### src/rtl/led_blink_arbiter.sv
// Round-robin arbiter that lends the single status LED to one requester at a time
// and plays a burst of N on/off blinks, followed by an inter-burst gap.
module led_blink_arbiter #(
  parameter int NREQ     = 4,
  parameter int TICK_DIV = 5_000_000,
  parameter int CNT_W    = 4
) (
  input  logic                    clk_i,
  input  logic                    rst_ni,
  input  logic [NREQ-1:0]         req_i,
  input  logic [NREQ*CNT_W-1:0]   cnt_i,
  output logic [NREQ-1:0]         gnt_o,
  output logic [NREQ-1:0]         done_o,
  output logic                    busy_o,
  output logic                    led_o
);

  localparam int TW = $clog2(2*TICK_DIV);
  localparam int PW = (NREQ > 1) ? $clog2(NREQ) : 1;

  localparam logic [TW-1:0]    PHASE_LAST = TW'(TICK_DIV - 1);
  localparam logic [TW-1:0]    GAP_LAST   = TW'(2*TICK_DIV - 1);
  localparam logic [PW-1:0]    LAST_RST   = PW'(NREQ - 1);
  localparam logic [NREQ-1:0]  ONE_HOT0   = {{(NREQ-1){1'b0}}, 1'b1};
  localparam logic [CNT_W-1:0] CNT_ONE    = {{(CNT_W-1){1'b0}}, 1'b1};

  typedef enum logic [1:0] {
    ST_IDLE = 2'd0,
    ST_ON   = 2'd1,
    ST_OFF  = 2'd2,
    ST_GAP  = 2'd3
  } state_t;

  state_t            state_r, state_nx_s;
  logic [TW-1:0]     tick_r, tick_nx_s;
  logic [CNT_W-1:0]  rem_r, rem_nx_s;
  logic [PW-1:0]     last_r, last_nx_s;
  logic [NREQ-1:0]   gnt_r, gnt_nx_s;
  logic [NREQ-1:0]   done_r, done_nx_s;
  logic              busy_r, busy_nx_s;
  logic              led_r, led_nx_s;

  logic              sel_vld_s;
  logic [PW-1:0]     sel_idx_s;
  logic [CNT_W-1:0]  sel_cnt_s;
  logic              phase_end_s;

  // State and registered outputs; last_r starts at NREQ-1 so requester 0 wins first
  always_ff @(posedge clk_i or negedge rst_ni) begin
    if (!rst_ni) begin
      state_r <= ST_IDLE;
      tick_r  <= '0;
      rem_r   <= '0;
      last_r  <= LAST_RST;
      gnt_r   <= '0;
      done_r  <= '0;
      busy_r  <= 1'b0;
      led_r   <= 1'b0;
    end else begin
      state_r <= state_nx_s;
      tick_r  <= tick_nx_s;
      rem_r   <= rem_nx_s;
      last_r  <= last_nx_s;
      gnt_r   <= gnt_nx_s;
      done_r  <= done_nx_s;
      busy_r  <= busy_nx_s;
      led_r   <= led_nx_s;
    end
  end

  // Round-robin search upward from last_r+1 with wrap; the first hit wins
  always_comb begin
    sel_vld_s = 1'b0;
    sel_idx_s = '0;
    for (int off = 1; off <= NREQ; off++) begin
      if (!sel_vld_s && req_i[(int'(last_r) + off) % NREQ]) begin
        sel_vld_s = 1'b1;
        sel_idx_s = PW'((int'(last_r) + off) % NREQ);
      end else begin
        sel_vld_s = sel_vld_s;
        sel_idx_s = sel_idx_s;
      end
    end
    sel_cnt_s = cnt_i[int'(sel_idx_s)*CNT_W +: CNT_W];
  end

  // Next-state logic, phase timing and burst bookkeeping
  always_comb begin
    state_nx_s  = state_r;
    rem_nx_s    = rem_r;
    last_nx_s   = last_r;
    phase_end_s = 1'b0;
    case (state_r)
      ST_IDLE: begin
        if (sel_vld_s) begin
          state_nx_s = ST_ON;
          rem_nx_s   = (sel_cnt_s == '0) ? CNT_ONE : sel_cnt_s;
          last_nx_s  = sel_idx_s;
        end else begin
          state_nx_s = ST_IDLE;
        end
      end
      ST_ON: begin
        phase_end_s = (tick_r == PHASE_LAST);
        if (phase_end_s) begin
          state_nx_s = ST_OFF;
        end else begin
          state_nx_s = ST_ON;
        end
      end
      ST_OFF: begin
        phase_end_s = (tick_r == PHASE_LAST);
        if (phase_end_s) begin
          rem_nx_s   = rem_r - CNT_ONE;
          state_nx_s = (rem_r == CNT_ONE) ? ST_GAP : ST_ON;
        end else begin
          state_nx_s = ST_OFF;
        end
      end
      ST_GAP: begin
        phase_end_s = (tick_r == GAP_LAST);
        if (phase_end_s) begin
          state_nx_s = ST_IDLE;
        end else begin
          state_nx_s = ST_GAP;
        end
      end
      default: begin
        state_nx_s = ST_IDLE;
      end
    endcase

    if ((state_nx_s != state_r) || (state_r == ST_IDLE)) begin
      tick_nx_s = '0;
    end else begin
      tick_nx_s = tick_r + TW'(1);
    end
  end

  // Output next values, registered above so nothing leaks combinationally to the pins
  always_comb begin
    gnt_nx_s  = gnt_r;
    done_nx_s = '0;
    case (state_r)
      ST_IDLE: begin
        if (sel_vld_s) begin
          gnt_nx_s = ONE_HOT0 << sel_idx_s;
        end else begin
          gnt_nx_s = '0;
        end
      end
      ST_GAP: begin
        if (phase_end_s) begin
          gnt_nx_s  = '0;
          done_nx_s = gnt_r;
        end else begin
          gnt_nx_s  = gnt_r;
        end
      end
      default: begin
        gnt_nx_s = gnt_r;
      end
    endcase
    led_nx_s  = (state_nx_s == ST_ON);
    busy_nx_s = (state_nx_s != ST_IDLE);
  end

  assign gnt_o  = gnt_r;
  assign done_o = done_r;
  assign busy_o = busy_r;
  assign led_o  = led_r;

endmodule

### config.mk
export PLATFORM = sky130hd
export DESIGN_NAME = led_blink_arbiter
export DESIGN_NICKNAME = d
export VERILOG_FILES = /design/src/rtl/led_blink_arbiter.sv
export SDC_FILE = /design/constraint.sdc
export NUM_CORES = 1
export LEC_CHECK = 0
export BUFFER_PORTS_ARGS = -buffer_cell sky130_fd_sc_hd__buf_4
export CORE_MARGIN = 4
export CORE_UTILIZATION = 35
export CTS_CLUSTER_DIAMETER = 80
export CTS_CLUSTER_SIZE = 25
export DETAILED_ROUTE_END_ITERATION = 8
export PLACE_DENSITY = 0.53
export SKIP_CTS_REPAIR_TIMING = 1
export SYNTH_ARGS = -nofsm -noshare
export SYNTH_HDL_FRONTEND = slang
export SYNTH_SLANG_ARGS = --single-unit
### constraint.sdc
create_clock -name clk_i -period 5.44 [get_ports clk_i]
set_input_delay 0.544 -clock clk_i [delete_from_list [all_inputs] [get_ports clk_i]]
set_output_delay 0.544 -clock clk_i [all_outputs]
set_load 0.01 [all_outputs]
# Word level (Yosys, flattened, before mapping)
# Cells that the tools add are included.
dict set report word_totals {
  elab_cells 92
  romBits 0
  mem_count 0
  ram_bits 0
  out_inout_bits 10
  input_bits 22
  register_bits 42
  latch_bits 0
}
dict set report classes {
  mux 37
  magnitude_cmp 4
  bitwise_logic 4
  eq_ne 11
  n_shift 2
  n_mul 0
  n_addsub 6
  n_reduce_logical 20
  div_mod_pow 0
}
# operator count
set op_table {}
lappend op_table {{2-to-1 mux 4 bit} 7}
lappend op_table {{adder 24 x 1 -> 24 bit (second input constant)} 1}
lappend op_table {{equality test 24 x 23 -> 1 bit (second input constant)} 1}
lappend op_table {{equality test 24 bit (second input constant)} 1}
lappend op_table {{2-to-1 mux 24 bit} 1}
lappend op_table {{< comparator 3 x 4 -> 1 bit (second input constant)} 4}
lappend op_table {{2-to-1 mux 2 bit} 8}
lappend op_table {{case mux 4 bit (2 select lines)} 2}
lappend op_table {{variable part select 16 x 5 -> 4 bit} 1}
lappend op_table {{2-to-1 mux 1 bit} 13}
lappend op_table {{OR reduction 2 bit} 5}
lappend op_table {{binary-select mux 1 bit (select 2 bit)} 4}
lappend op_table {{case mux 2 bit (4 select lines)} 1}
lappend op_table {{inequality test 2 bit (second input constant)} 3}
lappend op_table {{nonzero test 2 bit} 3}
lappend op_table {{adder 2 x 1 -> 2 bit (second input constant)} 2}
lappend op_table {{adder 2 bit (second input constant)} 2}
lappend op_table {{AND 1 bit (first input constant)} 4}
lappend op_table {{equality test 2 x 1 -> 1 bit (second input constant)} 2}
lappend op_table {{equality test 2 bit (second input constant)} 2}
lappend op_table {{equality test 4 x 1 -> 1 bit (second input constant)} 1}
lappend op_table {{zero test 4 bit} 1}
lappend op_table {{AND reduction 2 bit} 2}
lappend op_table {{left shift 1 x 2 -> 4 bit (first input constant)} 1}
lappend op_table {{other kinds (8)} 12}

# Depth between registers and ports, before layout
dict set report depth {
  ltp_word 21
  depth_mapped 10
  ltp_nobuf 8
}

# Least setup slack after synthesis
# No wires, ideal clock.
dict set report synth_path {
  path_kind {register -> register}
  start {register tick_r[7]}
  end {register tick_r[9]}
  arrival_ns 2.278
  slack_ns 3.094
  setup_time_ns 0.069
  synth_period_minus_slack_ns 2.346
  required_time_ns 5.371
  path_stages_with_launch 10
  n_path_buf 2
  path_cell_list {dfrtp_1 nor4_2 nand4_2 o31a_1 a211oi_4 xnor2_1 or3_1 buf_6 buf_12 nor2_4}
}
dict set report synth_via {
  elab_chain_len 6
  elab_cells_between_ends 10
  classes_between {1 x add/sub; 3 x eq/ne; 5 x mux; 1 x reduce/logical}
}
# item line
set synth_rtl {}
lappend synth_rtl {{from (decl)} 35} ;# logic [TW-1:0] tick_r, tick_nx_s;
lappend synth_rtl {{from (signal assigned)} 61} ;# tick_r <= tick_nx_s;
lappend synth_rtl {{equality test 24 bit / equality test 24 x 23 -> 1 bit (equally long branches)} {121, 104, 112}}
lappend synth_rtl {{2-to-1 mux 2 bit, on equally long branches} {122, 105, 113}}
lappend synth_rtl {{case mux 2 bit (4 select lines)} 93} ;# case (state_r)
lappend synth_rtl {{inequality test 2 bit} 133} ;# if ((state_nx_s != state_r) || (state_r == ST_IDLE)) begin
lappend synth_rtl {{logical OR 1 bit} 133}
lappend synth_rtl {{2-to-1 mux 24 bit *} 133}
lappend synth_rtl {{named net tick_nx_s[9]} 35}
# Mark *: on every way through the listed nets, which the timed path passes. The rest lies on a longest branch.
# A chain may end at the register's enable or synchronous reset.

# Worst setup path in the final report
dict set report layout_path {
  start {register tick_r[10]}
  end {register tick_r[17]}
}
# Same word-level chain as after synthesis.

==> reports/results.txt <==
status: complete, no violations
Synth async-reset ratio: 1.000
gpl congestion: 0.7372
max frequency: 375.3 MHz
Die W: 91.64 microns
synthesized area: 0.002449 sq mm
WS Path Type: flip-flop to flip-flop
overall routed net length: 4773 microns
Total GRT Usage: 0.1218
deepest clock path buffer count: 2
Worst R2R Setup Slack: 2.78 ns
Fill cells: 683
minimum clock period: 2.665 ns
largest cells by area after synthesis: dfrtp_1 41%, xnor2_1 5.4%, nor2_4 5.1%
post-route antenna net violation count: 0
warnings from Yosys: 0
Primary FF master, synth: dfrtp_1
Worst Clk Skew: 0.01263 ns
Synth Instances: 246
Die ar.: 0.008398 sq mm
Initial DRC Count: 105
slew margin rel.: 0.2043
post-DR wirelength/cell: 12.69 microns
Worst Tran Pin Value: 1.181 ns
Initial Utilization: 0.3604
top layer in use: met4
Synth area leader: dfrtp_1
layout cells sized above 1: 0.2464
Buffers on Ports: 31
global-route wire length before repair: 8355 microns
Syn Area/Cell: 9.954 sq um
synth unique cells: 44
drt pass-1 iters: 4
RR Startpoint: tick_r[10]
Seq/Total Area, Yosys: 0.4303
wl on met1: 2305 microns
EDFF count, synth: 0
Vias: 1,785
startpoint class of the critical path: flip-flop
Worst-path clk slew: 0.09 ns
depth of the most critical reg-to-reg path: 8
crit share post-route: 0.4898
Detail Route met3 WL: 257 microns
CP max FO: 24
setup TNS: 0 ns
Slew Viols, Final: 0
HPWL after DPL: 3490 microns
area grow syn2layout: 16.15%
GRT Residual Overflow: 0
TritonCTS Buffers: 5
vias in the first global route: 1,778
Diodes inserted: 0
worst-skew pair later-pin latency: 0.30 ns
Yosys top cell area share: 0.4088
Avg Vias per Cell: 4.747
Leak Pwr: 1.178 nW
most frequent cells in the layout: 40 x dfrtp_1, 32 x buf_4, 21 x nand2_1, 19 x nor2_1
Min-Delay Path Class: primary input to async pin
largest net degree at the start of global routing: 43
number of synthesized register bits: 42
Setup crit end kind: flip-flop
antenna violations before repair: 0
RSZ-0062 raised after global routing: false
I/O pin total: 32
Syn Nets: 275
pwr/cell area: 334.1 mW/mm^2
worst reg2reg path endpoint: tick_r[17]
Die Y: 91.64 microns
CTS tree: built
maximum VDD drop: 204.6 uV
Core Area: 0.006794 sq mm
H-tree depth: 2
Residual DRC: 0
Std-Cell Rows: 30
Arr. time, crit path: 2.90 ns
CTS root buf: clkbuf_8
hold_ws: 0.2253 ns
clock sinks: 42
Max-Cap Viols: 0
Fin. Hold Viols: 0
commonest non-fill, non-tap cell in the layout: dfrtp_1
final setup violation count: 0
Crit path required time: 5.67 ns
Nets: 308
WL met2: 2172 microns
registers in the layout, indices dropped and copies added (netlist names):
register  flops
busy_o        1
state_r       2
led_o         1
done_o        4
rem_r         4
tick_r       24
gnt_o         4
last_r        2
cell usage after synthesis, types with 2 or more instances:
cell type	n
a21oi_1	7
a31oi_1	4
a32o_1	4
and2_1	9
and3_1	4
clkbuf_1	3
dfrtp_1	40
dfstp_2	2
ha_1	7
inv_1	15
mux4_2	2
nand2_1	21
nand2b_1	4
nand3_1	11
nand4_1	4
nor2_1	19
nor2_2	9
nor2_4	11
nor3_1	7
nor4b_1	2
o21ai_0	9
o22a_1	3
o2bb2ai_1	2
o31a_1	2
or3_1	3
or4_1	2
xnor2_1	15
xor2_1	9
metrics by stage:
step	util	std cells	power (mW)	setup WS, ns	instance area (sq um)
after floorplan	-	246	0.6837	3.094	2449
after global placement	0.4050	368	0.7524	2.747	2751
after detailed placement	0.4050	368	0.7556	2.709	2751
after CTS	0.4186	376	0.9715	2.794	2844
after global routing	0.4186	376	1.029	2.523	2844
final	0.4186	376	0.9503	2.775	2844
report_power, final:
part | total (mW) | switching [mW] | internal (mW)
clock | 0.208 | 0.116 | 0.0918
sequential | 0.423 | 0.0485 | 0.375
combinational | 0.319 | 0.177 | 0.142
final cells by class:
cell class,instances,area [sq um],area share
Clock buffer,5,68.82,0.02420
Clock inverter,3,23.77,0.008359
Inverter,15,56.30,0.01980
Multi-Input combinational cell,183,1281,0.4505
Sequential cell,42,1054,0.3704
Tap cell,96,120.1,0.04223
Timing Repair Buffer,32,240.2,0.08447
metal layers:
| layer | GRT usage | vias to the layer above |
|---|---|---|
| li1 | - | 908 |
| met1 | 0.1629 | 843 |
| met2 | 0.1935 | 30 |
| met3 | 0.03527 | 4 |
| met4 | 0.03015 | 0 |
| met5 | 0 | - |
cell families after synthesis:
group                      after synthesis  share of synthesized area
and+or+nand+nor                        114                     0.2770
DFF                                     42                     0.4303
AOI/OAI and AO/OA                       34                    0.09760
xor gates and xnor gates                24                    0.08585
buffers and inverters                   21                    0.04650
adders and majority gates                7                    0.03577
muxes                                    4                    0.02708
worst max-delay path, cell delays in order, from the launching register on:
cell      delay, ns
dfrtp_1        0.45
nor4b_1        0.37
nand4_1        0.27
o31a_1         0.34
a211oi_4       0.27
xnor2_1        0.09
or3_1          0.34
buf_4          0.29
nor2_2         0.17
how the worst max path moves through the flow:
| stage | startpoint | to | slack [ns] | cells past startpoint |
|---|---|---|---|---|
| 2_1_floorplan | tick_r[7] | tick_r[9] | 3.09 | 9 |
| 3_3_place_gp | req_i[2] | rem_r[2] | 2.75 | 8 |
| 3_5_place_dp | req_i[2] | rem_r[2] | 2.71 | 8 |
| 4_1_cts | tick_r[10] | tick_r[2] | 2.79 | 8 |
| 5_1_grt | tick_r[10] | tick_r[23] | 2.52 | 8 |
| 6_report | tick_r[10] | tick_r[17] | 2.78 | 8 |
No activity file was read; power rests on OpenSTA's default activity.
